**config.mk**
```make
export PLATFORM = sky130hd
export DESIGN_NAME = uart_tx_scheduler
export DESIGN_NICKNAME = d
export VERILOG_FILES = /design/src/rtl/uart_pkg.sv /design/src/rtl/rr_arbiter.sv /design/src/rtl/uart_tx_scheduler.sv
export SDC_FILE = /design/constraint.sdc
export NUM_CORES = 1
export LEC_CHECK = 0
export CAP_MARGIN = 20
export CORE_UTILIZATION = 40
export CTS_BUF_LIST = sky130_fd_sc_hd__clkbuf_16
export CTS_CLUSTER_SIZE = 16
export DETAILED_ROUTE_END_ITERATION = 12
export GPL_TIMING_DRIVEN = 1
export PLACE_DENSITY_LB_ADDON = 0.08
export SYNTH_ARGS = -nofsm -noshare
export SYNTH_HDL_FRONTEND = slang
export SYNTH_SLANG_ARGS = --single-unit
```
**constraint.sdc**
```tcl
create_clock -name clk -period 2.5 [get_ports clk]
set_input_delay 0.75 -clock clk [delete_from_list [all_inputs] [get_ports clk]]
set_output_delay 0.75 -clock clk [all_outputs]
set_load 0.05 [all_outputs]
```
**src/rtl/uart_pkg.sv**
```systemverilog
// rtl/uart_pkg.sv - shared state encoding, parity codes and frame length helper
// for the UART transmit scheduler.
package uart_pkg;

    typedef enum logic [1:0] {
        IDLE = 2'd0,
        SEND = 2'd1,
        GAP  = 2'd2
    } state_t;

    localparam logic [1:0] PAR_NONE = 2'b00;
    localparam logic [1:0] PAR_ODD  = 2'b01;
    localparam logic [1:0] PAR_EVEN = 2'b10;

    // Cycles with tx_start high: data bits + optional parity + start/stop framing.
    function automatic logic [3:0] frame_len(input logic dnum, input logic [1:0] par);
        logic pe;
        pe = (par == PAR_ODD) || (par == PAR_EVEN);
        return 4'd9 + {3'b000, dnum} + {3'b000, pe};
    endfunction

endpackage

```
**src/rtl/rr_arbiter.sv**
```systemverilog
// rtl/rr_arbiter.sv - combinational round-robin pick: first set request at or
// after ptr, wrapping modulo NREQ.
module rr_arbiter #(
    parameter int NREQ = 4,
    parameter int IDW  = $clog2(NREQ)
) (
    input  logic [NREQ-1:0] req,
    input  logic [IDW-1:0]  ptr,
    output logic [NREQ-1:0] gnt,
    output logic [IDW-1:0]  idx,
    output logic            valid
);

    logic [IDW-1:0] slot;

    // Scan from the farthest offset down so the nearest hit to ptr wins.
    always_comb begin
        gnt   = '0;
        idx   = '0;
        valid = 1'b0;
        slot  = '0;
        for (int i = NREQ - 1; i >= 0; i--) begin
            slot = IDW'((int'(ptr) + i) % NREQ);
            if (req[slot]) begin
                valid = 1'b1;
                idx   = slot;
            end
        end
        if (valid) begin
            gnt[idx] = 1'b1;
        end
    end

endmodule

```
**src/rtl/uart_tx_scheduler.sv**
```systemverilog
// rtl/uart_tx_scheduler.sv - round-robin sharing of one UART transmitter;
// owns frame timing (start high for L cycles, then GAP_CYCLES idle).
module uart_tx_scheduler
    import uart_pkg::*;
#(
    parameter int NREQ       = 4,
    parameter int GAP_CYCLES = 2,
    parameter int IDW        = $clog2(NREQ)
) (
    input  logic                clk,
    input  logic                rst,
    input  logic                en,
    input  logic [NREQ-1:0]     req,
    input  logic [NREQ*8-1:0]   req_data,
    output logic [NREQ-1:0]     ack,
    input  logic                cfg_dnum,
    input  logic                cfg_snum,
    input  logic [1:0]          cfg_par,
    output logic                tx_start,
    output logic [7:0]          tx_data,
    output logic                tx_dnum,
    output logic                tx_snum,
    output logic [1:0]          tx_par,
    output logic                busy,
    output logic [IDW-1:0]      grant_id,
    output logic                frame_done
);

    state_t          state, state_n;
    logic [3:0]      cnt, cnt_n;
    logic [3:0]      gcnt, gcnt_n;
    logic [IDW-1:0]  ptr, ptr_n;

    logic [NREQ-1:0] ack_n;
    logic            tx_start_n;
    logic [7:0]      tx_data_n;
    logic            tx_dnum_n;
    logic            tx_snum_n;
    logic [1:0]      tx_par_n;
    logic            busy_n;
    logic [IDW-1:0]  grant_id_n;
    logic            frame_done_n;
    logic            do_grant;

    logic [NREQ-1:0] arb_gnt;
    logic [IDW-1:0]  arb_idx;
    logic            arb_valid;

    rr_arbiter #(
        .NREQ (NREQ),
        .IDW  (IDW)
    ) u_arb (
        .req   (req),
        .ptr   (ptr),
        .gnt   (arb_gnt),
        .idx   (arb_idx),
        .valid (arb_valid)
    );

    always_comb begin
        state_n      = state;
        cnt_n        = cnt;
        gcnt_n       = gcnt;
        ptr_n        = ptr;
        ack_n        = '0;
        tx_start_n   = 1'b0;
        tx_data_n    = tx_data;
        tx_dnum_n    = tx_dnum;
        tx_snum_n    = tx_snum;
        tx_par_n     = tx_par;
        busy_n       = busy;
        grant_id_n   = grant_id;
        frame_done_n = 1'b0;
        do_grant     = 1'b0;

        case (state)
            IDLE: begin
                do_grant = en && arb_valid;
            end
            SEND: begin
                tx_start_n = 1'b1;
                cnt_n      = cnt - 4'd1;
                if (cnt == 4'd0) begin
                    tx_start_n = 1'b0;
                    gcnt_n     = 4'(GAP_CYCLES - 1);
                    state_n    = GAP;
                end
            end
            GAP: begin
                gcnt_n = gcnt - 4'd1;
                // Registered pulse lands on the cycle where gcnt reaches zero.
                if (gcnt == 4'd1) begin
                    frame_done_n = 1'b1;
                end
                if (gcnt == 4'd0) begin
                    busy_n   = 1'b0;
                    state_n  = IDLE;
                    // Granting here keeps back-to-back gaps at exactly GAP_CYCLES.
                    do_grant = en && arb_valid;
                end
            end
            default: begin
                state_n = IDLE;
            end
        endcase

        if (do_grant) begin
            ack_n      = arb_gnt;
            tx_data_n  = req_data[arb_idx*8 +: 8];
            tx_dnum_n  = cfg_dnum;
            tx_snum_n  = cfg_snum;
            tx_par_n   = cfg_par;
            grant_id_n = arb_idx;
            tx_start_n = 1'b1;
            busy_n     = 1'b1;
            cnt_n      = frame_len(cfg_dnum, cfg_par) - 4'd1;
            ptr_n      = (int'(arb_idx) == NREQ - 1) ? '0 : arb_idx + 1'b1;
            state_n    = SEND;
        end
    end

    always_ff @(posedge clk or negedge rst) begin
        if (!rst) begin
            state      <= IDLE;
            cnt        <= '0;
            gcnt       <= '0;
            ptr        <= '0;
            ack        <= '0;
            tx_start   <= 1'b0;
            tx_data    <= '0;
            tx_dnum    <= 1'b0;
            tx_snum    <= 1'b0;
            tx_par     <= '0;
            busy       <= 1'b0;
            grant_id   <= '0;
            frame_done <= 1'b0;
        end else begin
            state      <= state_n;
            cnt        <= cnt_n;
            gcnt       <= gcnt_n;
            ptr        <= ptr_n;
            ack        <= ack_n;
            tx_start   <= tx_start_n;
            tx_data    <= tx_data_n;
            tx_dnum    <= tx_dnum_n;
            tx_snum    <= tx_snum_n;
            tx_par     <= tx_par_n;
            busy       <= busy_n;
            grant_id   <= grant_id_n;
            frame_done <= frame_done_n;
        end
    end

endmodule

```
Word-level counts from Yosys, hierarchy flattened
Index checks and enable logic that the tools add are counted.
{"block": "classes", "addsub": 9, "magnitude_cmp": 6, "eq_ne": 10, "shift": 1, "muxes": 39, "reduce_logical": 13}
{"cell": "$shiftx 32x6->8", "count": 1}
{"cell": "$mux 4", "count": 5}
{"cell": "$mux 1", "count": 18}
{"cell": "$mux 2", "count": 8}
{"cell": "$lt 2x3->1 const B", "count": 5}
{"cell": "$sub 4x1->4 const B", "count": 3}
{"cell": "$bmux 1 s2", "count": 4}
{"cell": "$logic_not 4->1", "count": 2}
{"cell": "$pmux 4 s2", "count": 1}
{"cell": "$reduce_bool 2->1", "count": 4}
{"cell": "$eq 2x1->1 const B", "count": 3}
{"cell": "$ne 3x3->1 const B", "count": 2}
{"cell": "$pmux 2 s3", "count": 1}
{"cell": "$add 2x1->2 const B", "count": 2}
{"cell": "$add 2x2->2 const B", "count": 2}
{"cell": "$add 4x1->4", "count": 1}
{"cell": "$add 4x1->4 const A", "count": 1}
{"cell": "$eq 2x2->1 const B", "count": 2}
{"cell": "$eq 4x1->1 const B", "count": 1}
{"cell": "$ne 2x2->1 const B", "count": 2}
{"cell": "$reduce_and 2->1", "count": 2}
{"cell": "$reduce_and 3->1", "count": 1}
{"cell": "$demux 1 s2", "count": 1}
{"cell": "$ge 2x1->1 const B", "count": 1}
{"cell": "4 further kinds", "count": 5}
{"block": "word_totals", "reg_bits": 33, "input_bits": 43, "out_inout_bits": 21}

Depth between registers and ports, before layout
Gate-level depths: netlist of the first run.
{"block": "logic_depth", "ltp_word": 13, "ltp_mapped": 9}

By module
A second synthesis of the first run with hierarchy kept.
{"block": "unflattened", "hier_cells": 143, "area_unflattened_um2": 1798.0}
{"mod": "uart_tx_scheduler", "n_inst": 1, "cells_per_inst": 115, "area_each_um2": 1621.6}
{"mod": "rr_arbiter", "n_inst": 1, "cells_per_inst": 28, "area_each_um2": 176.4}

Worst setup path after synthesis of the first run
Ideal clock, no wire load.
{"block": "synth_timing", "path_kind": "in2reg", "from": "input port req[2]", "to": "register ptr[0]", "t_arrival_ns": 1.904, "required_ns": 2.426, "path_slack_ns": 0.522, "stages": 7, "path_cell_list": "a21oi_1 a2bb2oi_1 buf_4 buf_4 ha_1 or3_1 o21ai_2"}
{"item": "from (decl)", "line_no": "uart_tx_scheduler.sv:13", "text": "input logic [NREQ-1:0] req,"}
{"item": "$bmux 1 s2", "line_no": "rr_arbiter.sv:24", "text": "if (req[slot]) begin"}
{"item": "$mux 1 (implied by the code)", "line_no": "rr_arbiter.sv:24"}
{"item": "$mux 2 (3 in series)", "line_no": "rr_arbiter.sv:24"}
{"item": "$mux 2 *", "line_no": "rr_arbiter.sv:24"}
{"item": "via arb_idx[1]", "line_no": "uart_tx_scheduler.sv:46", "text": "logic [IDW-1:0] arb_idx;"}
{"item": "$eq 2x1->1 *", "line_no": "uart_tx_scheduler.sv:117", "text": "ptr_n = (int'(arb_idx) == NREQ - 1) ? '0 : arb_idx + 1'b1;"}
{"item": "$mux 2 *", "line_no": "uart_tx_scheduler.sv:117"}
{"item": "to (signal assigned)", "line_no": "uart_tx_scheduler.sv:141", "text": "ptr <= ptr_n;"}
{"item": "to (decl)", "line_no": "uart_tx_scheduler.sv:32", "text": "logic [IDW-1:0] ptr, ptr_n;"}
The timed path passes the listed nets; every way through them passes the cells marked *. The select of a mux whose other input is x is not followed.
A chain may end at the register's enable or synchronous reset.

Worst setup path in the final report of the first run
{"block": "layout_timing", "from": "input port req[2]", "to": "register tx_data[3]"}
{"block": "layout_via", "elab_chain_cells": 9}
{"item": "parallel branches: the longest is 9 deep, another holds $shiftx 32x6->8"}
{"item": "to (signal assigned)", "line_no": "uart_tx_scheduler.sv:144", "text": "tx_data <= tx_data_n;"}
{"item": "to (decl)", "line_no": "uart_tx_scheduler.sv:20", "text": "output logic [7:0] tx_data,"}
Parallel ways; which one is timed is not known. The select of a mux whose other input is x is not followed.

==> results of run 1 <==
[logic make-up (layout without fill, tap and decap cells)]
| family | after synthesis | in the layout | synth area share |
|---|---|---|---|
| buffers and inverters | 15 | 90 | 0.0467 |
| muxes | 17 | 17 | 0.0978 |
| xor gates and xnor gates | 6 | 6 | 0.0302 |
| DFF | 33 | 33 | 0.474 |
| AOI/OAI and AO/OA | 24 | 24 | 0.0992 |
| adders and majority gates | 9 | 9 | 0.0647 |
| and+or+nand+nor | 63 | 63 | 0.187 |
[power by group through the flow]
| stage | combinational [mW] | clock [mW] | sequential (mW) |
|---|---|---|---|
| floorplan | 0.690 | 0 | 1.30 |
| global placement | 1.59 | 0 | 0.891 |
| detailed placement | 1.64 | 0 | 0.902 |
| CTS | 1.66 | 0.684 | 0.896 |
| global route | 1.78 | 0.712 | 0.926 |
| finish | 1.64 | 0.674 | 0.894 |
[critical path, stage by stage]
cell and delay (ns):
clkdlybuf4s50_1 0.42, or4_1 0.54, and4b_1 0.35, nand2_4 0.20, o221ai_1 0.15
[synth_stat cells, types with 2 or more instances]
cell type	count	area share
nand2_1	35	0.075
dfrtp_1	33	0.47
mux2i_1	17	0.098
ha_1	9	0.065
inv_1	7	0.015
o221ai_1	7	0.035
a21oi_1	5	0.014
nor2_1	5	0.011
and2_1	4	0.014
o21ai_0	4	0.012
xnor2_1	4	0.020
buf_2	2	0.0058
buf_4	2	0.0086
buf_6	2	0.013
nand2_4	2	0.013
nand2b_1	2	0.0072
nor2b_1	2	0.0072
nor3_1	2	0.0058
nor3b_1	2	0.0086
o21ai_2	2	0.010
o22ai_1	2	0.0072
xor2_1	2	0.010
[layer usage]
metal  vias up  routed length, um  GRT usage
met5         -                  0          0
met4         0                 51     0.0781
met3         6                223     0.0717
met2        42               2270      0.363
met1       710               1760      0.226
li1        720                  -          -
[worst max-delay path by stage]
stage | from | endpoint | slack, ns | cells past startpoint
after floorplan | req[2] | ptr[0] | 0.52 | 7
after global placement | req[2] | tx_data[0] | -0.03 | 5
after detailed placement | req[2] | tx_data[3] | -0.08 | 5
after CTS | req[2] | tx_data[5] | 0.20 | 5
after global routing | req[2] | tx_data[3] | 0.13 | 5
final | req[2] | tx_data[3] | 0.21 | 5
[area by class of cell]
type	instances	area (um^2)
Sequential cell	33	826
Clock inverter	3	37.5
Timing Repair Buffer	74	726
Tap cell	50	62.6
Fill cell	345	1440
Clock buffer	5	125
Inverter	8	30.0
Multi-Input combinational cell	119	840
[metrics by stage]
step / TNS [ns] / util / power [mW] / worst slack (ns) / instance area (um^2)
detailed placement: -0.862 / 0.608 / 2.55 / -0.0815 / 2480
finish: 0 / 0.648 / 3.21 / 0.210 / 2650
CTS: 0 / 0.648 / 3.24 / 0.201 / 2650
global route: 0 / 0.648 / 3.41 / 0.128 / 2650
floorplan: 0 / - / 1.99 / 0.522 / 1740
global placement: -0.231 / 0.608 / 2.48 / -0.0328 / 2480
[flip-flops by register name (all words and copies together), names as in the netlist, 2 cells and up]
register / count
ack: 4
state: 2
cnt: 4
tx_par: 2
tx_data: 8
ptr: 2
grant_id: 2
gcnt: 4
[placed cells by master, fill, tap and decap left out, drive strengths merged, types with 4 or more instances in the layout]
cell type      netlist  layout
clkdlybuf4s50        0      63
buf                  6      11
a21oi                5       5
and2                 4       4
nand2               37      37
mux2i               17      17
nor2                 5       5
o21ai                7       7
xnor2                4       4
o221ai               8       8
inv                  8       9
ha                   9       9
dfrtp               33      33
clkbuf               1       5
==> impl_metrics.py, run 1 <==
metrics = {
    "sta": {
        "fin_worst_hold_slack_ns": 0.478,
        "slew_viol_final": 0,
        "final-setup-viol-count": 0,
        "period_minus_slack_ns": 2.29,
        "worst_pin_slew_ns": 0.531,
        "clock_skew_ns": 0.00645,
        "hold_viol_final": 0,
        "fmax_ghz": 0.437,
        "rsz0062_at_grt": "false",
        "slew_headroom": 0.645,
        "post-route-period-util": 0.916,
    },
    "floorplan": {
        "start_util": 0.426,
        "die_y_um": 68.0,
        "fp-row-count": 23,
        "core-area_um2": 4090,
        "io_pins": 64,
        "die_w_um": 68.0,
        "dieArea_um2": 4620,
    },
    "clock_network": {
        "worstSkewPairLatency_ns": 0.28,
        "post_cts_resized": 0,
        "cts_tree": "yes",
        "clock_path_buffers": 2,
        "cts.reportedPaths.clkPinSlew_ns": 0.05,
        "numCtsBuffers": 5,
        "root_buffer": "clkbuf_16",
        "post_cts_buffers": 0,
        "clock-sinks": 33,
        "postCtsHoldBufs": 0,
        "h-tree-depth": 2,
    },
    "synth": {
        "synth-edff-count": 0,
        "synth_cells": 167,
        "async_flop_share": 1.00,
        "synth_flop_cell": "dfrtp_1",
        "synth_nets": 219,
        "yosys_warnings": 0,
        "syn_area_um2": 1740,
        "yosysUniqueCellTypes": 37,
        "syn_area_per_cell_um2": 10.4,
        "ys_ff_latch": 33,
        "seq_area_frac_synth": 0.474,
    },
    "global_route": {
        "grtUsageTotal": 0.206,
        "grt_max_degree": 34,
        "grt_pass1_vias": 1539,
        "antenna_found_initial": 0,
        "grt_pass1_wl_mm": 6.91,
        "grt_overflow": 0,
    },
    "setup_path": {
        "crit_type": "input pin to register",
        "endpoint_kind": "register",
        "cp-start-kind": "input pin",
        "arrival_ns": 2.43,
        "reg2reg_slack_ns": 0.35,
        "r2r-end": "tx_data[3]",
        "reg2regPathDepth": 7,
        "cp.required_ns": 2.64,
        "reg2reg_from": "gcnt[0]",
        "path_max_fanout": 9,
    },
    "detailed_routing": {
        "wirelength_mm": 4.30,
        "num_vias": 1478,
        "route.detailed.drc": 0,
        "ant_nets": 0,
        "drt-pass1-iter-count": 4,
        "vias_per_cell": 5.06,
        "drtIter0Drc": 29,
        "wl_per_cell_um": 14.7,
    },
    "min_path": {
        "hold_end": "grant_id[1]",
        "hold_depth": 2,
        "hold_path_class": "register to register",
        "worstHoldStart": "grant_id[1]",
    },
    "final_layout": {
        "diodes": 0,
        "nets": 293,
        "stdcell_count": 292,
        "drive_gt1_frac": 0.107,
        "area_delta_synth_final_pct": 52.0,
    },
    "power": {
        "leakagePower_nw": 1.21,
        "power.density_nw_per_um2": 1210,
        "power.share.clock": 0.210,
        "switchingPower_mw": 1.33,
        "p_int_mw": 1.88,
        "power.share.switching": 0.414,
        "peakVddDrop_uv": 615,
        "p_comb_frac": 0.512,
        "p_seq_frac": 0.278,
    },
    "run": {
        "cap_violations": 0,
    },
    "outcome": {
        "run_status": "finished clean",
    },
    "place": {
        "gp_congestion": 0.737,
        "hpwl_mm": 3.21,
        "port-buffer-count": 63,
        "dp.cells": 284,
    },
}
Note: power is estimated with default switching activity, not from simulation.
==> run 2: changes to the inputs <==
--- a/config.mk
+++ b/config.mk
@@ -6,6 +6,7 @@
 export NUM_CORES = 1
 export LEC_CHECK = 0
 export CAP_MARGIN = 20
+export CORE_ASPECT_RATIO = 0.6
 export CORE_UTILIZATION = 40
 export CTS_BUF_LIST = sky130_fd_sc_hd__clkbuf_16
 export CTS_CLUSTER_SIZE = 16
==> impl_metrics.py, run 2 (synthesis results as in run 1) <==
metrics = {
    "detailed_routing": {
        "wirelength_mm": 3.95,
        "route.detailed.drc": 0,
        "vias_per_cell": 4.77,
        "drt-pass1-iter-count": 6,
        "drtIter0Drc": 49,
        "ant_nets": 0,
        "wl_per_cell_um": 13.2,
        "num_vias": 1427,
    },
    "sta": {
        "clock_skew_ns": 0.00307,
        "rsz0062_at_grt": "false",
        "period_minus_slack_ns": 2.32,
        "final-setup-viol-count": 0,
        "fmax_ghz": 0.431,
        "hold_viol_final": 0,
        "post-route-period-util": 0.927,
        "slew_viol_final": 0,
        "slew_headroom": 0.655,
        "fin_worst_hold_slack_ns": 0.478,
        "worst_pin_slew_ns": 0.516,
    },
    "setup_path": {
        "path_max_fanout": 10,
        "reg2reg_from": "gcnt[0]",
        "crit_type": "input pin to register",
        "arrival_ns": 2.48,
        "reg2regPathDepth": 7,
        "cp.required_ns": 2.66,
        "reg2reg_slack_ns": 0.50,
        "r2r-end": "tx_data[3]",
        "cp-start-kind": "input pin",
        "endpoint_kind": "register",
    },
    "clock_network": {
        "h-tree-depth": 2,
        "cts_tree": "yes",
        "postCtsHoldBufs": 0,
        "worstSkewPairLatency_ns": 0.27,
        "numCtsBuffers": 5,
        "clock_path_buffers": 2,
        "post_cts_buffers": 0,
        "clock-sinks": 33,
        "post_cts_resized": 0,
        "cts.reportedPaths.clkPinSlew_ns": 0.05,
        "root_buffer": "clkbuf_16",
    },
    "run": {
        "cap_violations": 0,
    },
    "place": {
        "gp_congestion": 0.799,
        "port-buffer-count": 63,
        "dp.cells": 291,
        "placed_area_um2": 2470,
        "hpwl_mm": 2.98,
    },
    "final_layout": {
        "largest_reg_flops": 8,
        "stdcell_count": 299,
        "final_cell_mix": "63 x clkdlybuf4s50_1, 35 x nand2_1, 33 x dfrtp_1",
        "area_delta_synth_final_pct": 51.5,
        "regMostFlops": "tx_data",
        "drive_gt1_frac": 0.0962,
        "finish.instance_area_um2": 2640,
        "diodes": 0,
        "mostFrequentLayoutCell": "clkdlybuf4s50_1",
        "nets": 290,
    },
    "floorplan": {
        "fp-row-count": 18,
        "core-area_um2": 4140,
        "dieArea_um2": 4630,
        "io_pins": 64,
        "die_y_um": 53.1,
        "die_w_um": 87.2,
        "start_util": 0.420,
    },
    "min_path": {
        "hold_path_class": "register to register",
        "hold_end": "grant_id[0]",
        "worstHoldStart": "grant_id[0]",
        "hold_depth": 2,
    },
    "global_route": {
        "grt_overflow": 0,
        "grtUsageTotal": 0.185,
        "antenna_found_initial": 0,
        "grt_max_degree": 34,
        "grt_pass1_wl_mm": 6.33,
        "grt_pass1_vias": 1386,
    },
    "power": {
        "peakVddDrop_uv": 685,
        "power.density_nw_per_um2": 1210,
        "finalPower_mw": 3.18,
        "leakagePower_nw": 1.20,
    },
    "outcome": {
        "run_status": "finished clean",
    },
}
-- run 2: layer usage --
layer  wire, um  vias up  track usage
met1       1930      669        0.249
met5          0        -            0
met4         32        0       0.0492
li1           -      719            -
met2       1790       34        0.295
met3        188        5       0.0530
-- run 2: worst max-delay path by stage --
| stage | startpoint | to | cells past startpoint |
|---|---|---|---|
| 6_report | req[2] | cnt[1] | 6 |
| 5_1_grt | req[2] | cnt[1] | 6 |
| 4_1_cts | req[2] | cnt[1] | 6 |
| 3_5_place_dp | req[2] | tx_data[3] | 5 |
| 3_3_place_gp | req[2] | cnt[1] | 6 |
| 2_1_floorplan | req[2] | ptr[0] | 7 |
-- run 2: critical path: stages --
cell and delay, ns:
clkdlybuf4s50_1 0.47, or4_1 0.58, and4b_1 0.32, buf_4 0.22
nand2_1 0.09, o21ai_2 0.06
-- run 2: layout make-up --
class                   count  area (um^2)
well taps                  60         75.1
clock inverters             3         37.5
repair buffers             71          703
clock buffers               5          125
fillers                   340         1510
inverters                   8         30.0
flip-flops and latches     33          826
multi-input cells         119          840
-- run 2: where the power goes --
| group | internal, mW | switching, mW |
|---|---|---|
| registers | 0.750 | 0.147 |
| clock network | 0.462 | 0.209 |
| logic | 0.651 | 0.959 |
| total | 1.86 | 1.32 |
-- run 2: per-stage QoR --
| step | setup slack (ns) | utilization | TNS, ns |
|---|---|---|---|
| final | 0.182 | 0.636 | 0 |
| after global routing | 0.108 | 0.636 | 0 |
| after CTS | 0.174 | 0.636 | 0 |
| after global placement | -0.0434 | 0.597 | -0.506 |
| after floorplan | 0.522 | - | 0 |
| after detailed placement | -0.0932 | 0.597 | -1.28 |
